$ cat src/rtl/dmem_arbiter.sv
// Two-port data-memory arbiter: fixed priority to port 0, starvation relief and bounded lock for port 1.
// Define DMEM_ARB_ACCESS_CHECK_EN to fault misaligned or out-of-range accesses (err_o).
module dmem_arbiter #(
    parameter int unsigned MEM_SIZE     = 1024,
    parameter int unsigned STARVE_LIMIT = 4,
    parameter int unsigned MAX_LOCK     = 8
) (
    input  logic        clk_i,
    input  logic        rst_ni,
    input  logic [1:0]  req_i,
    input  logic [1:0]  lock_i,
    input  logic [1:0]  we_i,
    input  logic [2:0]  mask0_i,
    input  logic [2:0]  mask1_i,
    input  logic [31:0] addr0_i,
    input  logic [31:0] addr1_i,
    input  logic [31:0] wdata0_i,
    input  logic [31:0] wdata1_i,
    output logic [1:0]  gnt_o,
    output logic [1:0]  rvalid_o,
    output logic [31:0] rdata_o,
    output logic        err_o,
    output logic        mem_wen_o,
    output logic [2:0]  mem_mask_o,
    output logic [31:0] mem_addr_o,
    output logic [31:0] mem_wdata_o,
    input  logic [31:0] mem_rdata_i
);

    localparam logic [1:0] OWN_NONE = 2'b00;
    localparam logic [1:0] OWN_P0   = 2'b01;
    localparam logic [1:0] OWN_P1   = 2'b10;

    logic [1:0]  owner_q, owner_d;
    logic [3:0]  lock_cnt_q, lock_cnt_d, cnt_inc;
    logic [3:0]  starve_cnt_q, starve_cnt_d;
    logic [1:0]  lockout_q, lockout_d;
    logic [1:0]  handoff_q, handoff_d;
    logic [1:0]  rvalid_q;
    logic [31:0] rdata_q;

    logic [1:0]  own_eff;
    logic [1:0]  gnt;
    logic        g_any;
    logic        starved;
    logic        expire;

    logic        w_we;
    logic [2:0]  w_mask;
    logic [31:0] w_addr;
    logic [31:0] w_wdata;
    logic        is_byte, is_half;
    logic [7:0]  ld_byte;
    logic [15:0] ld_half;
    logic [31:0] ld_data;
    logic        fault;

    // owner is one-hot, so a dropped request clears ownership this cycle
    assign own_eff = owner_q & req_i;
    assign starved = req_i[1] && (starve_cnt_q == 4'(STARVE_LIMIT));

    always_comb begin
        gnt = 2'b00;
        if (!rst_ni)
            gnt = 2'b00;
        else if (|own_eff)
            gnt = own_eff;
        else if (|(handoff_q & req_i))
            gnt = handoff_q & req_i;
        else if (starved)
            gnt = 2'b10;
        else if (req_i[0])
            gnt = 2'b01;
        else if (req_i[1])
            gnt = 2'b10;
    end

    assign g_any   = |gnt;
    assign w_we    = gnt[1] ? we_i[1]  : we_i[0];
    assign w_mask  = gnt[1] ? mask1_i  : mask0_i;
    assign w_addr  = gnt[1] ? addr1_i  : addr0_i;
    assign w_wdata = gnt[1] ? wdata1_i : wdata0_i;

    always_comb begin
        is_byte = 1'b0;
        is_half = 1'b0;
        unique case (w_mask)
            3'b001, 3'b101: is_half = 1'b1;
            3'b010, 3'b110: is_byte = 1'b1;
            default: ;
        endcase
    end

    // memory returns the aligned word; lane select and extension happen here
    always_comb begin
        ld_byte = 8'h00;
        unique case (w_addr[1:0])
            2'd0: ld_byte = mem_rdata_i[7:0];
            2'd1: ld_byte = mem_rdata_i[15:8];
            2'd2: ld_byte = mem_rdata_i[23:16];
            2'd3: ld_byte = mem_rdata_i[31:24];
            default: ;
        endcase
    end

    assign ld_half = w_addr[1] ? mem_rdata_i[31:16] : mem_rdata_i[15:0];

    always_comb begin
        ld_data = mem_rdata_i;
        if (is_byte)
            ld_data = {{24{w_mask[2] & ld_byte[7]}}, ld_byte};
        else if (is_half)
            ld_data = {{16{w_mask[2] & ld_half[15]}}, ld_half};
    end

`ifdef DMEM_ARB_ACCESS_CHECK_EN
    logic [32:0] acc_end;
    logic        misalign;
    logic        err_q;

    always_comb begin
        acc_end  = {1'b0, w_addr} + (is_byte ? 33'd1 : is_half ? 33'd2 : 33'd4);
        misalign = (is_half && w_addr[0]) ||
                   (!is_half && !is_byte && (w_addr[1:0] != 2'b00));
        fault    = g_any && (misalign || (acc_end > 33'(MEM_SIZE)));
    end

    always_ff @(posedge clk_i or negedge rst_ni) begin
        if (!rst_ni)
            err_q <= 1'b0;
        else
            err_q <= fault;
    end

    assign err_o = err_q;
`else
    assign fault = 1'b0;
    assign err_o = 1'b0;
`endif

    assign gnt_o       = gnt;
    assign mem_wen_o   = g_any & w_we & ~fault;
    assign mem_mask_o  = g_any ? w_mask  : 3'b000;
    assign mem_addr_o  = g_any ? w_addr  : 32'h0;
    assign mem_wdata_o = g_any ? w_wdata : 32'h0;

    assign cnt_inc = lock_cnt_q + 4'd1;

    always_comb begin
        owner_d    = (|own_eff) ? owner_q : OWN_NONE;
        lock_cnt_d = (|own_eff) ? lock_cnt_q : 4'd0;
        lockout_d  = lockout_q & req_i;
        handoff_d  = 2'b00;
        expire     = 1'b0;
        if (|(gnt & own_eff)) begin
            if (!(|(gnt & lock_i))) begin
                owner_d    = OWN_NONE;
                lock_cnt_d = 4'd0;
            end else if (cnt_inc == 4'(MAX_LOCK)) begin
                expire = 1'b1;
            end else begin
                lock_cnt_d = cnt_inc;
            end
        end else if (|(gnt & lock_i & ~lockout_q)) begin
            if (MAX_LOCK == 1) begin
                expire = 1'b1;
            end else begin
                owner_d    = gnt[1] ? OWN_P1 : OWN_P0;
                lock_cnt_d = 4'd1;
            end
        end
        // expired owner yields one cycle to the other port and cannot relock
        if (expire) begin
            owner_d    = OWN_NONE;
            lock_cnt_d = 4'd0;
            lockout_d  = lockout_d | gnt;
            handoff_d  = {gnt[0], gnt[1]};
        end
    end

    always_comb begin
        starve_cnt_d = starve_cnt_q;
        if (gnt[1])
            starve_cnt_d = 4'd0;
        else if (req_i[1] && (starve_cnt_q != 4'(STARVE_LIMIT)))
            starve_cnt_d = starve_cnt_q + 4'd1;
    end

    always_ff @(posedge clk_i or negedge rst_ni) begin
        if (!rst_ni) begin
            owner_q      <= OWN_NONE;
            lock_cnt_q   <= 4'd0;
            starve_cnt_q <= 4'd0;
            lockout_q    <= 2'b00;
            handoff_q    <= 2'b00;
            rvalid_q     <= 2'b00;
            rdata_q      <= 32'h0;
        end else begin
            owner_q      <= owner_d;
            lock_cnt_q   <= lock_cnt_d;
            starve_cnt_q <= starve_cnt_d;
            lockout_q    <= lockout_d;
            handoff_q    <= handoff_d;
            rvalid_q     <= gnt;
            if (g_any)
                rdata_q <= (w_we || fault) ? 32'h0 : ld_data;
        end
    end

    assign rvalid_o = rvalid_q;
    assign rdata_o  = rdata_q;

endmodule

$ cat config.mk
export PLATFORM = sky130hd
export DESIGN_NAME = dmem_arbiter
export DESIGN_NICKNAME = d
export VERILOG_FILES = /design/src/rtl/dmem_arbiter.sv
export SDC_FILE = /design/constraint.sdc
export NUM_CORES = 1
export LEC_CHECK = 0
export BUFFER_PORTS_ARGS = -buffer_cell sky130_fd_sc_hd__buf_2
export CORE_ASPECT_RATIO = 1.5
export CORE_MARGIN = 10
export CORE_UTILIZATION = 35
export CTS_BUF_LIST = sky130_fd_sc_hd__clkbuf_16
export DETAILED_ROUTE_END_ITERATION = 7
export GPL_TIMING_DRIVEN = 1
export MAX_ROUTING_LAYER = met4
export PLACE_DENSITY = 0.83
export SETUP_SLACK_MARGIN = 0.15
export SYNTH_ARGS = -nofsm -noshare
export SYNTH_HDL_FRONTEND = slang
export SYNTH_SLANG_ARGS = --single-unit
$ cat constraint.sdc
create_clock -name clk_i -period 3.41 [get_ports clk_i]
set_clock_uncertainty 0.1 [all_clocks]
set_input_delay 0.341 -clock clk_i [delete_from_list [all_inputs] [get_ports clk_i]]
set_output_delay 0.341 -clock clk_i [all_outputs]
set_load 0.05 [all_outputs]
Word-level counts from Yosys, hierarchy flattened
Cells that the tools add are included.
{"block": "totals", "regBits": 48, "output_inout_bits": 105, "input_bits": 174}
{"block": "op_classes", "addsub": 2, "mux": 39, "bitwise_logic": 11, "n_reduce_logical": 12, "n_eq_ne": 10}
{"cell": "two-way mux 32 bit", "n": 7}
{"cell": "two-way mux 4 bit", "n": 8}
{"cell": "one-hot mux 8 bit (4 select lines)", "n": 1}
{"cell": "two-way mux 2 bit", "n": 14}
{"cell": "two-way mux 16 bit", "n": 1}
{"cell": "OR reduction 2 bit", "n": 8}
{"cell": "AND 2 bit", "n": 6}
{"cell": "adder 4 x 1 -> 4 bit, second input constant", "n": 2}
{"cell": "equality test 3 bit, second input constant", "n": 2}
{"cell": "two-way mux 1 bit", "n": 6}
{"cell": "two-way mux 3 bit", "n": 2}
{"cell": "equality test 2 bit, second input constant", "n": 2}
{"cell": "equality test 4 x 3 -> 1 bit, second input constant", "n": 1}
{"cell": "equality test 4 bit, second input constant", "n": 1}
{"cell": "inequality test 4 x 3 -> 1 bit, second input constant", "n": 1}
{"cell": "AND 1 bit", "n": 3}
{"cell": "equality test 3 x 1 -> 1 bit, second input constant", "n": 1}
{"cell": "equality test 3 x 2 -> 1 bit, second input constant", "n": 1}
{"cell": "equality test 2 x 1 -> 1 bit, second input constant", "n": 1}
{"cell": "logical AND 1 bit", "n": 2}
{"cell": "logical NOT 2 bit", "n": 1}
{"cell": "inverter 2 bit", "n": 1}
{"cell": "OR 2 bit", "n": 1}
{"cell": "nonzero test 2 bit", "n": 1}

Logic depth before layout (Yosys ltp)
{"block": "logic_depth", "word_depth": 13, "ltp_mapped": 12, "mapped_depth_nobuf": 10}

Least setup slack after synthesis
No wires, ideal clock.
{"block": "synth_path", "path_kind": "register to output", "startpoint": "reg starve_cnt_q[0]", "endpoint": "out mem_wdata_o[26]", "t_arrival_ps": 2726, "slack_ps": 243, "path_stages_with_launch": 10, "path_cell_list": "dfrtp_1 -> inv_1 -> ha_1 -> nand3b_4 -> a211oi_4 -> o21ai_2 -> clkinv_1 -> buf_2 -> buf_1 -> a22o_1"}
{"block": "synth_via", "elab_chain_len": 8}
{"item": "start, declared", "line_no": "36", "rtl": "logic [3:0] starve_cnt_q, starve_cnt_d;"}
{"item": "start signal, assigned", "line_no": "201", "rtl": "starve_cnt_q <= starve_cnt_d;"}
{"item": "equality test 4 x 3 -> 1 bit *", "line_no": "60", "rtl": "assign starved = req_i[1] && (starve_cnt_q == 4'(STARVE_LIMIT));"}
{"item": "logical AND 1 bit *", "line_no": "60"}
{"item": "two-way mux 2 bit *", "line_no": "70", "rtl": "else if (starved)"}
{"item": "two-way mux 2 bit *", "line_no": "68", "rtl": "else if (|(handoff_q & req_i))"}
{"item": "two-way mux 2 bit *", "line_no": "66", "rtl": "else if (|own_eff)"}
{"item": "two-way mux 2 bit *", "line_no": "64", "rtl": "if (!rst_ni)"}
{"item": "via gnt_o[1]", "line_no": "19", "rtl": "output logic [1:0] gnt_o,"}
{"item": "two-way mux 32 bit or OR reduction 2 bit (tied branches)", "line_no": "82, 78"}
{"item": "two-way mux 32 bit *", "line_no": "145", "rtl": "assign mem_wdata_o = g_any ? w_wdata : 32'h0;"}
{"item": "end, declared", "line_no": "26", "rtl": "output logic [31:0] mem_wdata_o,"}
The timed path passes the listed nets; every way through them passes the cells marked *.

Worst setup path in the final report
{"block": "layout_path", "startpoint": "reg starve_cnt_q[0]", "endpoint": "out mem_mask_o[2]"}
{"block": "layout_via", "elab_chain_len": 8}
{"item": "equality test 4 x 3 -> 1 bit *", "line_no": "60"}
{"item": "logical AND 1 bit *", "line_no": "60"}
{"item": "two-way mux 2 bit *", "line_no": "70"}
{"item": "two-way mux 2 bit *", "line_no": "68"}
{"item": "two-way mux 2 bit *", "line_no": "66"}
{"item": "two-way mux 2 bit *", "line_no": "64"}
{"item": "two-way mux 3 bit or OR reduction 2 bit (tied branches)", "line_no": "80, 78"}
{"item": "two-way mux 3 bit *", "line_no": "143", "rtl": "assign mem_mask_o = g_any ? w_mask : 3'b000;"}
{"item": "end, declared", "line_no": "24", "rtl": "output logic [2:0] mem_mask_o,"}
Mark *: on every way between the ends. The rest lies on a longest branch, timed or not.

==> results.sh <==
export IMPL_status="complete, no violations"
export IMPL_place_inst=730
export IMPL_synth_area_top_cells="dfrtp_1, a22o_1, a221o_1"
export IMPL_drc=0
export IMPL_layout_min_cycle_time_ns=3.08
export IMPL_synth_top_cell_by_area="dfrtp_1"
export IMPL_total_power_mw=2.65
export IMPL_clock_latency_ns=0.29
export IMPL_min_delay_path_depth=2
export IMPL_grt_overflow_total=0
export IMPL_io_pins=279
export IMPL_dp_hpwl_um=14300
export IMPL_root_buffer="clkbuf_16"
export IMPL_worst_setup_path_type="reg2out"
export IMPL_gp_congestion=1.02
export IMPL_tightest_slew_ns=1.04
export IMPL_grt_pass1_wl_um=25400
export IMPL_setup_viol=0
export IMPL_hold_class="in2reg"
export IMPL_layout_drive_gt1_share_pct=53.1
export IMPL_first_iter_violations=263
export IMPL_h_tree_depth=2
export IMPL_r2r_cells=8
export IMPL_pwr_density_cell_nw_per_um2=503
export IMPL_p_sw_share_pct=48.3
export IMPL_syn_inst=357
export IMPL_relSlewSlack_pct=30.7
export IMPL_rsz0062_at_grt="false"
export IMPL_start_util_pct=35.8
export IMPL_grt_max_degree=56
export IMPL_start_kind="flip-flop"
export IMPL_min_to="rdata_o[21]"
export IMPL_die_y_um=144
export IMPL_p_switching_mw=1.28
export IMPL_synth_warnings=0
export IMPL_dr_pass1_iters=4
export IMPL_clk_pin_slew_ns=0.07
export IMPL_antenna_left=0
export IMPL_worst_r2r_setup_slack_ns=0.38
export IMPL_track_usage_pct=22.7
export IMPL_reg2reg_from="starve_cnt_q[0]"
export IMPL_core_area_um2=10100
export IMPL_antenna_found_initial=0
export IMPL_ys_seq_area_share_pct=33.3
export IMPL_nNetsFinal=799
export IMPL_syn_area_um2=3610
export IMPL_pwr_share_seq_pct=28.3
export IMPL_end_kind="output pin"
export IMPL_slew_violations=0
export IMPL_hold_viol=0
export IMPL_grt_pass1_vias=4749
export IMPL_yosysMostFrequentCell="a22o_1"
export IMPL_synth_fp_nets=534
export IMPL_syn_avg_cell_area_um2=10.1
export IMPL_area_growth_pct=45.9
export IMPL_cts_setup_buffers=0
export IMPL_synth_distinct_cells=66
export IMPL_numCtsBuffers=5
export IMPL_synth_seq_cells=48
export IMPL_timing_fmax_mhz=325
export IMPL_tritoncts="yes"
export IMPL_die_area_um2=14900
export IMPL_die_w_um=103
export IMPL_rr_endpoint="rdata_o[17]"
export IMPL_synth_edff_count=0
export IMPL_wl_per_cell_um=23.3
export IMPL_worstHoldStart="mem_rdata_i[21]"
export IMPL_cts_sinks=48
export IMPL_cp_max_fo=28
export IMPL_wirelength_um=17200
export IMPL_port_buffers=277
export IMPL_ir_drop_mv=0.192
export IMPL_nFillCells=876
export IMPL_cp_arrival_ns=2.64
export IMPL_clk_path_buf_depth=2
export IMPL_vias=4365
export IMPL_detail_route_vias_per_cell=5.91
export IMPL_post_route_worst_setup_slack_ns=0.334
export IMPL_synth_top_area_share_pct=33.3
export IMPL_synthTopCellsByCount="a22o_1, dfrtp_1, nand2_1"
export IMPL_finalCritPeriodShare_pct=90.2
export IMPL_dp_slack_ns=0.488
export IMPL_leakagePower_nw=2.95
export IMPL_internal_power_mw=1.37
export IMPL_pwr_share_comb_pct=53.4
export IMPL_instances_no_fill=739
export IMPL_rows=45
export IMPL_cp_data_required_time_ns=2.97
export IMPL_tns_ns=0
export IMPL_n_antenna_cell=0
export IMPL_ys_flop_type="dfrtp_1"
export IMPL_async_reset_ff_share_pct=100
export IMPL_clkPwrFrac_pct=18.3
export IMPL_drv_cap=0
## sequential cells by signal, indices dropped and copies added, names as in the netlist
register,flops
starve_cnt_q,4
lockout_q,2
handoff_q,2
owner_q,2
rdata_o,32
rvalid_o,2
lock_cnt_q,4
## through the flow
| stage | hold slack, ns | area (um2) | utilization (%) |
|---|---|---|---|
| global route | 0.215 | 5260 | 52.2 |
| CTS | 0.206 | 5220 | 51.8 |
| detailed placement | 0.179 | 5070 | 50.4 |
| floorplan | -0.0546 | 3610 | - |
| global placement | 0.171 | 5070 | 50.4 |
| finish | 0.216 | 5260 | 52.2 |
## routing by layer
layer  GRT usage (%)  routed length, um
met1            21.7               5880
met2            40.0               8740
met3            7.26               1820
met4            11.1                748
met5               -                  0
## how the worst max path moves through the flow
stage	from	end	slack [ns]	depth (start not counted)
6_report	starve_cnt_q[0]	mem_mask_o[2]	0.33	10
5_1_grt	starve_cnt_q[0]	mem_addr_o[1]	0.15	10
4_1_cts	rst_ni	mem_addr_o[8]	0.21	7
3_5_place_dp	starve_cnt_q[0]	rdata_o[17]	0.49	8
3_3_place_gp	starve_cnt_q[0]	rdata_o[17]	0.67	9
2_1_floorplan	starve_cnt_q[0]	mem_wdata_o[26]	0.24	9
## critical path, stage by stage, from the launching register on
cell	delay, ns
dfrtp_1	0.40
inv_1	0.11
ha_1	0.22
nand3b_4	0.14
a211oi_4	0.32
o21ai_2	0.21
inv_4	0.17
buf_12	0.19
a21oi_2	0.09
nor2_1	0.21
clkbuf_4	0.27
## power groups by stage
stage / Sequential (mW) / Combinational, mW / Clock [mW]
2_1_floorplan: 1.02 / 0.722 / 0
3_3_place_gp: 0.749 / 1.38 / 0
3_5_place_dp: 0.757 / 1.40 / 0
4_1_cts: 0.747 / 1.41 / 0.487
5_1_grt: 0.760 / 1.49 / 0.518
6_report: 0.749 / 1.41 / 0.484
## cell usage in the layout, fill, tap and decap left out, types with 3 or more instances in the layout
cell	instances
nor2_1	22
ha_1	3
clkbuf_4	3
dfrtp_1	48
nor3_1	3
clkbuf_16	6
nor2b_1	5
a21oi_1	9
a221o_1	23
nand2b_1	3
nand3_1	7
o211ai_2	9
mux4_2	7
inv_1	10
nand2_1	26
mux2i_1	18
a22o_1	67
a21o_1	4
o21ai_0	8
buf_2	274
buf_4	8
## cell families (layout without fill, tap and decap cells)
family	count (synthesis)	after routing	share of synthesized area (%)
AND/OR/NAND/NOR	82	82	11.6
other	1	1	0.104
flip-flops	48	48	33.3
buffers and inverters	42	307	5.86
multiplexers	26	26	9.68
adder cells (fa/ha/maj)	3	3	1.04
AO/OA/AOI/OAI	152	152	37.7
XOR/XNOR	3	3	0.729
## timing repair
item / CTS / global route
endpoints found under the hold margin: 10 / 0
hold buffers: 1 / 0
setup endpoints to repair: 0 / 9
gates resized for setup: 0 / 5
## final cells by class
class / count / area (um2) / share of cell area [%]
Sequential cell: 48 / 1200 / 22.8
Clock inverter: 2 / 12.5 / 0.238
Tap cell: 117 / 146 / 2.78
Timing Repair Buffer: 289 / 1520 / 28.9
Multi-Input combinational cell: 267 / 2210 / 42.0
Inverter: 11 / 43.8 / 0.832
Clock buffer: 5 / 125 / 2.38
No activity file was read; power rests on OpenSTA's default activity.
